**src/rtl/ps2_pkg.sv**
```systemverilog
// Shared constants, FSM encoding and frame-check helper for the PS/2 receive path.
package ps2_pkg;

  localparam logic [7:0]  PS2_BREAK_PREFIX = 8'hF0;
  localparam logic [7:0]  PS2_EXT_PREFIX   = 8'hE0;
  localparam int unsigned PS2_DATA_BITS    = 8;

  typedef enum logic [1:0] {
    IDLE   = 2'd0,
    DATA   = 2'd1,
    PARITY = 2'd2,
    STOP   = 2'd3
  } ps2_state_e;

  // Odd parity over data+parity, and stop bit must be high.
  function automatic logic ps2_frame_ok(input logic [7:0] data,
                                        input logic       parity,
                                        input logic       stop);
    return stop & ((^data) ^ parity);
  endfunction

endpackage

```
**src/rtl/ps2_line_filter.sv**
```systemverilog
// Synchronises raw PS/2 lines and debounces ps2_clk; emits a falling-edge pulse
// aligned with the synchronised data bit to be sampled.
module ps2_line_filter
  import ps2_pkg::*;
#(
  parameter int unsigned FILTER_LEN = 8
) (
  input  logic clk,
  input  logic rst,
  input  logic ps2_clk,
  input  logic ps2_data,
  output logic data_sync,
  output logic fall_edge
);

  localparam int unsigned CNT_W = $clog2(FILTER_LEN + 1);

  logic             clk_meta_q,  clk_sync_q;
  logic             data_meta_q, data_sync_q;
  logic             filt_q,      filt_d;
  logic [CNT_W-1:0] cnt_q,       cnt_d;
  logic             fall_edge_q, fall_edge_d;

  // Filtered level flips only after FILTER_LEN consecutive disagreeing samples.
  always_comb begin
    filt_d      = filt_q;
    cnt_d       = '0;
    fall_edge_d = 1'b0;
    if (clk_sync_q != filt_q) begin
      if (cnt_q == CNT_W'(FILTER_LEN - 1)) begin
        filt_d      = clk_sync_q;
        fall_edge_d = filt_q & ~clk_sync_q;
      end else begin
        cnt_d = cnt_q + CNT_W'(1);
      end
    end
  end

  always_ff @(posedge clk) begin
    if (rst) begin
      clk_meta_q  <= 1'b1;
      clk_sync_q  <= 1'b1;
      data_meta_q <= 1'b1;
      data_sync_q <= 1'b1;
      filt_q      <= 1'b1;
      cnt_q       <= '0;
      fall_edge_q <= 1'b0;
    end else begin
      clk_meta_q  <= ps2_clk;
      clk_sync_q  <= clk_meta_q;
      data_meta_q <= ps2_data;
      data_sync_q <= data_meta_q;
      filt_q      <= filt_d;
      cnt_q       <= cnt_d;
      fall_edge_q <= fall_edge_d;
    end
  end

  assign data_sync = data_sync_q;
  assign fall_edge = fall_edge_q;

endmodule

```
**src/rtl/ps2_rx_decoder.sv**
```systemverilog
// PS/2 device-to-host frame receiver: deserialises 11-bit frames, folds F0/E0
// prefixes into flags and emits one scan-code event per key action.
module ps2_rx_decoder
  import ps2_pkg::*;
#(
  parameter int unsigned FILTER_LEN     = 8,
  parameter int unsigned TIMEOUT_CYCLES = 200000
) (
  input  logic       clk,
  input  logic       rst,
  input  logic       ps2_clk,
  input  logic       ps2_data,
  output logic [7:0] scan_code,
  output logic       is_break_code,
  output logic       is_extended,
  output logic       code_valid,
  output logic       frame_err
);

  localparam int unsigned WDOG_W    = $clog2(TIMEOUT_CYCLES);
  localparam int unsigned BIT_CNT_W = $clog2(PS2_DATA_BITS);

  logic data_sync;
  logic fall_edge;

  ps2_line_filter #(
    .FILTER_LEN (FILTER_LEN)
  ) u_line_filter (
    .clk       (clk),
    .rst       (rst),
    .ps2_clk   (ps2_clk),
    .ps2_data  (ps2_data),
    .data_sync (data_sync),
    .fall_edge (fall_edge)
  );

  ps2_state_e           state_q,      state_d;
  logic [BIT_CNT_W-1:0] bit_cnt_q,    bit_cnt_d;
  logic [7:0]           shift_q,      shift_d;
  logic                 parity_q,     parity_d;
  logic                 brk_pend_q,   brk_pend_d;
  logic                 ext_pend_q,   ext_pend_d;
  logic [7:0]           scan_code_q,  scan_code_d;
  logic                 is_break_q,   is_break_d;
  logic                 is_ext_q,     is_ext_d;
  logic                 code_valid_q, code_valid_d;
  logic                 frame_err_q,  frame_err_d;
  logic [WDOG_W-1:0]    wdog_q,       wdog_d;

  always_ff @(posedge clk) begin
    if (rst) begin
      state_q      <= IDLE;
      bit_cnt_q    <= '0;
      shift_q      <= '0;
      parity_q     <= 1'b0;
      brk_pend_q   <= 1'b0;
      ext_pend_q   <= 1'b0;
      scan_code_q  <= '0;
      is_break_q   <= 1'b0;
      is_ext_q     <= 1'b0;
      code_valid_q <= 1'b0;
      frame_err_q  <= 1'b0;
      wdog_q       <= '0;
    end else begin
      state_q      <= state_d;
      bit_cnt_q    <= bit_cnt_d;
      shift_q      <= shift_d;
      parity_q     <= parity_d;
      brk_pend_q   <= brk_pend_d;
      ext_pend_q   <= ext_pend_d;
      scan_code_q  <= scan_code_d;
      is_break_q   <= is_break_d;
      is_ext_q     <= is_ext_d;
      code_valid_q <= code_valid_d;
      frame_err_q  <= frame_err_d;
      wdog_q       <= wdog_d;
    end
  end

  // Next-state, frame evaluation, prefix tracking and mid-frame watchdog.
  always_comb begin
    state_d      = state_q;
    bit_cnt_d    = bit_cnt_q;
    shift_d      = shift_q;
    parity_d     = parity_q;
    brk_pend_d   = brk_pend_q;
    ext_pend_d   = ext_pend_q;
    scan_code_d  = scan_code_q;
    is_break_d   = is_break_q;
    is_ext_d     = is_ext_q;
    code_valid_d = 1'b0;
    frame_err_d  = 1'b0;
    wdog_d       = '0;

    case (state_q)
      IDLE: begin
        if (fall_edge && !data_sync) begin
          state_d   = DATA;
          bit_cnt_d = '0;
        end
      end
      DATA: begin
        if (fall_edge) begin
          shift_d   = {data_sync, shift_q[7:1]};
          bit_cnt_d = bit_cnt_q + BIT_CNT_W'(1);
          if (bit_cnt_q == BIT_CNT_W'(PS2_DATA_BITS - 1)) begin
            state_d = PARITY;
          end
        end
      end
      PARITY: begin
        if (fall_edge) begin
          parity_d = data_sync;
          state_d  = STOP;
        end
      end
      STOP: begin
        if (fall_edge) begin
          state_d = IDLE;
          if (!ps2_frame_ok(shift_q, parity_q, data_sync)) begin
            frame_err_d = 1'b1;
            brk_pend_d  = 1'b0;
            ext_pend_d  = 1'b0;
          end else if (shift_q == PS2_BREAK_PREFIX) begin
            brk_pend_d = 1'b1;
          end else if (shift_q == PS2_EXT_PREFIX) begin
            ext_pend_d = 1'b1;
          end else begin
            scan_code_d  = shift_q;
            is_break_d   = brk_pend_q;
            is_ext_d     = ext_pend_q;
            code_valid_d = 1'b1;
            brk_pend_d   = 1'b0;
            ext_pend_d   = 1'b0;
          end
        end
      end
      default: state_d = IDLE;
    endcase

    // Watchdog runs only mid-frame; any accepted edge reloads it via the default.
    if (state_q != IDLE && !fall_edge) begin
      if (wdog_q == WDOG_W'(TIMEOUT_CYCLES - 1)) begin
        frame_err_d = 1'b1;
        state_d     = IDLE;
        brk_pend_d  = 1'b0;
        ext_pend_d  = 1'b0;
      end else if (wdog_q != '1) begin
        wdog_d = wdog_q + WDOG_W'(1);
      end else begin
        wdog_d = wdog_q;
      end
    end
  end

  assign scan_code     = scan_code_q;
  assign is_break_code = is_break_q;
  assign is_extended   = is_ext_q;
  assign code_valid    = code_valid_q;
  assign frame_err     = frame_err_q;

endmodule

```
**config.mk**
```make
export PLATFORM = sky130hd
export DESIGN_NAME = ps2_rx_decoder
export DESIGN_NICKNAME = d
export VERILOG_FILES = /design/src/rtl/ps2_pkg.sv /design/src/rtl/ps2_line_filter.sv /design/src/rtl/ps2_rx_decoder.sv
export SDC_FILE = /design/constraint.sdc
export NUM_CORES = 1
export LEC_CHECK = 0
export CAP_MARGIN = 20
export CORE_MARGIN = 10
export CORE_UTILIZATION = 50
export DETAILED_ROUTE_END_ITERATION = 16
export PLACE_DENSITY = 0.69
export SYNTH_ARGS = -nofsm -noshare
export SYNTH_HDL_FRONTEND = slang
export SYNTH_SLANG_ARGS = --single-unit
export TNS_END_PERCENT = 20
```
**constraint.sdc**
```tcl
create_clock -name clk -period 2.6 [get_ports clk]
set_input_delay 0.52 -clock clk [delete_from_list [all_inputs] [get_ports clk]]
set_output_delay 0.52 -clock clk [all_outputs]
set_load 0.05 [all_outputs]
```
== Word level (Yosys, flattened, before mapping) ==
Cells that the tools add are included.
W data, S select, Z words.

* $add $sub $neg: 3
* Reduce and logical (&&, ||, !) cells: 17
* Bitwise gates (word level): 12
* Multiplexer cells: 31
* Equality and inequality tests: 12

{| class="wikitable"
|+ Operator list
! operator !! number
|-
| $mux W1 || 20
|-
| $add A18 B1 Y18 const B || 1
|-
| $eq A18 B18 Y1 const B || 1
|-
| $ne A18 B18 Y1 const B || 1
|-
| $eq A8 B8 Y1 const B || 2
|-
| $mux W2 || 7
|-
| $not A1 Y1 || 9
|-
| $reduce_or A3 Y1 || 3
|-
| $pmux W2 S4 || 1
|-
| $reduce_xor A8 Y1 || 1
|-
| $mux W3 || 2
|-
| $pmux W3 S2 || 1
|-
| $reduce_and A2 Y1 || 3
|-
| $reduce_and A5 Y1 || 1
|-
| $reduce_or A5 Y1 || 1
|-
| $add A4 B1 Y4 const B || 1
|-
| $eq A2 B2 Y1 const B || 2
|-
| $eq A4 B3 Y1 const B || 1
|-
| $reduce_bool A2 Y1 || 2
|-
| $add A3 B1 Y3 const B || 1
|-
| $eq A3 B3 Y1 const B || 1
|-
| $reduce_and A3 Y1 || 1
|-
| $and A1 B1 Y1 || 2
|-
| $eq A2 B1 Y1 const B || 1
|-
| 7 further kinds || 9
|}

* Bits in registers: 56
* Input bits: 4

== Depth between registers and ports, before layout ==
Gate-level depths: netlist of the first run.

* Depth in word-level cells: 8
* Gate-level depth with buffers: 7
* Gate-level depth less buffers: 6

== Cells and area by module ==
A second synthesis of the first run with hierarchy kept.

* Cells, all modules: 294
* Area total of the unflattened synthesis: 2661.3 µm²

{| class="wikitable"
|+ Modules (own cells, without submodules)
! module !! cells each !! sequential area each (µm²) !! times used !! area each (µm²)
|-
| ps2_rx_decoder || 262 || 920.9 || 1 || 2302.2
|-
| ps2_line_filter || 32 || 200.2 || 1 || 359.1
|}

== Worst setup path after synthesis of the first run ==
No wires, ideal clock.

* Kind: reg2reg
* Start point: reg shift_q[1]
* End point: reg scan_code_q[4], in the netlist scan_code[4]
* Stages on the path, launching flop included: 8
* Path slack: 0.725 ns
* Period minus slack after synthesis: 1.875 ns
* Arrival: 1.804 ns
* Path through: dfxtp_1 inv_1 ha_1 xnor3_1 xor2_1 clkbuf_1 o31ai_1 a21oi_1

* Cells in the longest elaborated chain, start to end: 4
* Elaborated cells on any way between the ends: 8
* Classes of those cells: eq/ne (2); bitwise (4); reduce/logical (2)

{| class="wikitable"
|+ Ends and longest elaborated chain
! item !! line !! source
|-
| from (decl) || ps2_rx_decoder.sv:39 || <nowiki>logic [7:0] shift_q, shift_d;</nowiki>
|-
| from (signal assigned) || ps2_rx_decoder.sv:67 || <nowiki>shift_q <= shift_d;</nowiki>
|-
| $reduce_xor A8 Y1 || ps2_pkg.sv:19 || <nowiki>return stop & ((^data) ^ parity);</nowiki>
|-
| $xor A1 B1 Y1 || ps2_pkg.sv:19 ||
|-
| $and A1 B1 Y1 || ps2_pkg.sv:19 ||
|-
| $reduce_and A5 Y1 (no source line) * || n/a ||
|-
| to (signal assigned) || ps2_rx_decoder.sv:71 || <nowiki>scan_code_q <= scan_code_d;</nowiki>
|-
| to (decl) || ps2_rx_decoder.sv:43 || <nowiki>logic [7:0] scan_code_q, scan_code_d;</nowiki>
|}

Every way passes the cells marked *; elsewhere a longest branch is shown, timed or not.
A chain may end at the register's enable or synchronous reset.

== Worst setup path after layout of the first run ==
* Start point: reg shift_q[1]
* End point: reg scan_code_q[2], in the netlist scan_code[2]

The elaborated chain is that of the path after synthesis.

==> results.md, run 1 <==
* Reg-to-reg slack, setup at between 0.3 and 0.4 ns
* Pin count of the biggest net entering global routing at 40
* Final worst path period need at between 2 and 2.5 ns
* Least-Margin Pin Slew at about 0.93 ns
* Post-synthesis instance area at ~0.0026 mm2
* Peak VDD IR at 0.299 mV
* Total Negative Setup Slacks at 0 ns
* Number of standard-cell rows in the floorplan at 26
* Core ar. at between 0.005 and 0.006 mm2
* Global routing usage summed across all routing layers at 13.7%
* Part of the cycle the worst path needs at between 80% and 90%
* Final antenna-violating net count at 0
* Post-Place Cells at 377
* TritonCTS clock tree: built
* Cell type contributing the most total cell area after synthesis: sky130_fd_sc_hd__dfxtp_1
* Horizontal extent of the die at a little over 90 um
* Area growth syn-to-layout at 11.2%
* CTS H-tree depth at 2
* Antenna Cells at 0
* Cell Pwr Density at 466 mW/mm2
* CP endpoint kind: flip-flop
* Final nets at between 300 and 400
* Setup violators final at 0
* Hold Vio Cnt, Final at 0
* Post-Syn Instances at between 300 and 400
* Largest fanout on the critical path at 12
* Number of different library cells in the post-synthesis netlist at between 40 and 50
* Non-filler cells, final at 385
* Area of the die at 0.00861 mm2
* Clock Sinks at 56
* Die extent in y at about 93 um
* Area share of the largest cell type after synthesis at between 40% and 50%
* Max Buffers Root-to-Sink at 2
* Count of vias placed by the detailed router at ~2,300
* DR pass1 iterations at 4
* Worst Setup Path Type: flip-flop to flip-flop
* # DRC at 0
* Final design area excluding fillers at about 0.0029 mm2
* Count of state elements after synthesis at 56
* Placed cell areas at ~0.0029 mm2
* Hold wc startpoint: u_line_filter.clk_meta_q$_SDFF_PP1_
* Static power due to leakage at just under 0.001 uW
* Wire length of the first global-routing pass at 10,000 um
* Highest clock rate at 0.446 GHz
* Drt wl/cell at around 15 um
* Skew final at around 0.011 ns
* Root buffer cell: sky130_fd_sc_hd__clkbuf_8
* Nature of the critical path startpoint: flip-flop
* Total wire length at 5620 um
* Critical path capture point: scan_code[2]$_SDFFE_PP0P_
* Average cell area after synthesis at 8.77 um2
* Worst R2R Path Depth at 6
* Top_reg_cell synth: sky130_fd_sc_hd__dfxtp_1
* Number of buffer cells added on primary ports at 15
* Part of the Yosys area used for sequential elements at 42.3%
* Most area-consuming cells after synthesis: sky130_fd_sc_hd__dfxtp_1 42%, sky130_fd_sc_hd__a21oi_1 5.5%, sky130_fd_sc_hd__ha_1 4.7%
* Count of boundary I/O pins at 16
* Area taken by multi-input logic gates at between 0.001 and 0.0015 mm2
* Count of pins over their slew limit at 0
* Startpoint of the most critical register-to-register path: shift_q[1]$_SDFFE_PP0P_
* Initial Utilization at 51.9%
* Latest clock arrival within the worst-skew pair at around 0.31 ns
* Proportion of register bits with asynchronous set or reset after synthesis at 0%
* Req. time, crit path at roughly 2.8 ns
* Number of enable flip-flop cells after synthesis at 0
* Buffers inserted by post-CTS timing repair at 0
* Hold buffer count at CTS at 0
* Number of vias per cell after detailed routing at 5.87
* Sequential Area at between 0.001 and 0.0015 mm2
* PostCTS Resize Cnt at 0
* Worst Hold Class: flip-flop to flip-flop
* 1st-iter DRT viols at ~130
* Antenna violations before repair at 0
* Syn Nets at ~320
* HPWL Detailed at 3890 um
* Layout fillers at 483
* Headroom to the max-slew limit at 37.7%
* Share of layout cells above drive strength 1 at ~7%
* Clock-pin slew on the worst setup and hold paths at 0.09 ns
* Number of max-cap violations at 0
* Leftover overflow at the end of global routing at 0
* Warnings from Yosys at 0
* Final core area utilization at 57.7%
* RSZ-0062 raised after global routing: no
* Via count of the first global-routing pass at approximately 2,100
* Gp weighted congestion at between 0.8 and 0.9
* Worst setup path start: shift_q[1]$_SDFFE_PP0P_
* End of the worst register-to-register path: scan_code[2]$_SDFFE_PP0P_
* Cts bufs inserted at 5
* Outcome: finished clean
* Crit path DAT at 2.49 ns
* Total power draw at 1370 uW
[state kept, by name, summed over array words and instances (netlist names), 2 cells and up]
register and count:
bit_cnt_q 3, scan_code 8, shift_q 8, state_q 2, u_line_filter.cnt_q 4, wdog_q 18
[cell usage after synthesis (2+ instances only)]
| cell | number |
|---|---|
| sky130_fd_sc_hd__nand2_1 | 22 |
| sky130_fd_sc_hd__mux2i_1 | 8 |
| sky130_fd_sc_hd__nor2_1 | 17 |
| sky130_fd_sc_hd__inv_1 | 12 |
| sky130_fd_sc_hd__ha_1 | 10 |
| sky130_fd_sc_hd__nor4_1 | 6 |
| sky130_fd_sc_hd__o31ai_1 | 13 |
| sky130_fd_sc_hd__nand3_1 | 6 |
| sky130_fd_sc_hd__nand4_1 | 17 |
| sky130_fd_sc_hd__a22oi_1 | 2 |
| sky130_fd_sc_hd__a211oi_1 | 3 |
| sky130_fd_sc_hd__or2_2 | 6 |
| sky130_fd_sc_hd__and3_1 | 3 |
| sky130_fd_sc_hd__a31oi_1 | 4 |
| sky130_fd_sc_hd__and4_1 | 2 |
| sky130_fd_sc_hd__xor2_1 | 2 |
| sky130_fd_sc_hd__xnor2_1 | 3 |
| sky130_fd_sc_hd__o211ai_1 | 6 |
| sky130_fd_sc_hd__nor3_1 | 13 |
| sky130_fd_sc_hd__o21ai_0 | 20 |
| sky130_fd_sc_hd__a21oi_1 | 29 |
| sky130_fd_sc_hd__clkbuf_1 | 12 |
| sky130_fd_sc_hd__dfxtp_1 | 56 |
| sky130_fd_sc_hd__or3_1 | 7 |
[where the power goes]
group          leakage, uW  internal, uW  total (uW)  switching, uW
Combinational     0.000469          8.34        23.7           15.3
Clock            0.0000455           218         485            267
Sequential        0.000452           860         863           3.05
[final cells by class]
| cell class | count | area share [%] |
|---|---|---|
| Inverter | 12 | 1.53 |
| Timing Repair Buffer | 20 | 6.37 |
| Sequential cell | 56 | 38.1 |
| Clock buffer | 8 | 3.06 |
| Tap cell | 70 | 2.97 |
| Multi-Input combinational cell | 219 | 48.0 |
[worst max-delay path, stage by stage, from the launching register on]
cell	delay, ns
sky130_fd_sc_hd__dfxtp_1	0.37
sky130_fd_sc_hd__inv_1	0.05
sky130_fd_sc_hd__ha_1	0.28
sky130_fd_sc_hd__xnor3_1	0.38
sky130_fd_sc_hd__xor2_1	0.76
sky130_fd_sc_hd__o31ai_1	0.16
sky130_fd_sc_hd__a21oi_1	0.17
[worst min-delay path by stage]
stage                                                     end  slack [ns]  depth (start not counted)
after floorplan           u_line_filter.clk_sync_q$_SDFF_PP1_        0.39                          1
after global placement    u_line_filter.clk_sync_q$_SDFF_PP1_        0.39                          1
after detailed placement  u_line_filter.clk_sync_q$_SDFF_PP1_        0.39                          1
after CTS                 u_line_filter.clk_sync_q$_SDFF_PP1_        0.42                          1
after global routing      u_line_filter.clk_sync_q$_SDFF_PP1_        0.42                          1
final                     u_line_filter.clk_sync_q$_SDFF_PP1_        0.42                          1
[cell usage in the layout, fill, tap and decap left out, types with 2 or more instances in the layout]
cell	netlist	layout
sky130_fd_sc_hd__a31oi_1	4	4
sky130_fd_sc_hd__nor2_1	17	17
sky130_fd_sc_hd__nand3_1	6	6
sky130_fd_sc_hd__o211ai_1	6	6
sky130_fd_sc_hd__clkbuf_1	12	2
sky130_fd_sc_hd__and3_1	3	3
sky130_fd_sc_hd__o21ai_0	20	20
sky130_fd_sc_hd__dfxtp_1	56	56
sky130_fd_sc_hd__xor2_1	2	2
sky130_fd_sc_hd__nand2_1	22	22
sky130_fd_sc_hd__a211oi_1	3	3
sky130_fd_sc_hd__nor3_1	13	13
sky130_fd_sc_hd__ha_1	10	10
sky130_fd_sc_hd__a21oi_1	29	29
sky130_fd_sc_hd__a22oi_1	2	2
sky130_fd_sc_hd__and4_1	2	2
sky130_fd_sc_hd__or3_1	7	7
sky130_fd_sc_hd__xnor2_1	3	3
sky130_fd_sc_hd__buf_4	1	5
sky130_fd_sc_hd__clkdlybuf4s50_1	0	15
sky130_fd_sc_hd__mux2i_1	8	8
sky130_fd_sc_hd__nand4_1	17	17
sky130_fd_sc_hd__or2_2	6	6
sky130_fd_sc_hd__clkbuf_8	0	6
sky130_fd_sc_hd__nor4_1	6	6
sky130_fd_sc_hd__o31ai_1	13	13
sky130_fd_sc_hd__inv_1	12	12
[stage by stage]
step	setup slack (ns)	hold slack [ns]
2_1_floorplan	0.725	0.389
3_3_place_gp	0.393	0.391
3_5_place_dp	0.377	0.394
4_1_cts	0.351	0.417
5_1_grt	0.193	0.423
6_report	0.356	0.415
[cell families (layout without fill, tap and decap cells)]
group,after synthesis,after routing,synth area share [%]
XOR/XNOR,6,6,2.50
buffers and inverters,27,40,4.30
AO/OA/AOI/OAI,87,87,20.3
AND/OR/NAND/NOR,108,108,22.8
flip-flops,56,56,42.3
adder cells (fa/ha/maj),10,10,4.72
multiplexers,8,8,3.02
[routing by layer]
| metal | track usage [%] | up-vias | part of all wire (%) | wire [um] |
|---|---|---|---|---|
| li1 | - | 1157 | - | - |
| met1 | 16.5 | 1073 | 48 | 2680 |
| met2 | 23.4 | 25 | 49 | 2770 |
| met3 | 3.07 | 5 | 2.1 | 119 |
| met4 | 4.37 | 0 | 0.85 | 48 |
| met5 | 0 | - | 0 | 0 |
No activity file was read; power rests on OpenSTA's default activity.
==> run 2, diff against run 1 <==
- CTS_CLUSTER_DIAMETER: unset -> 60
==> results of run 2 <==
The final DEF is identical to that of run 1; final timing and power are the same.
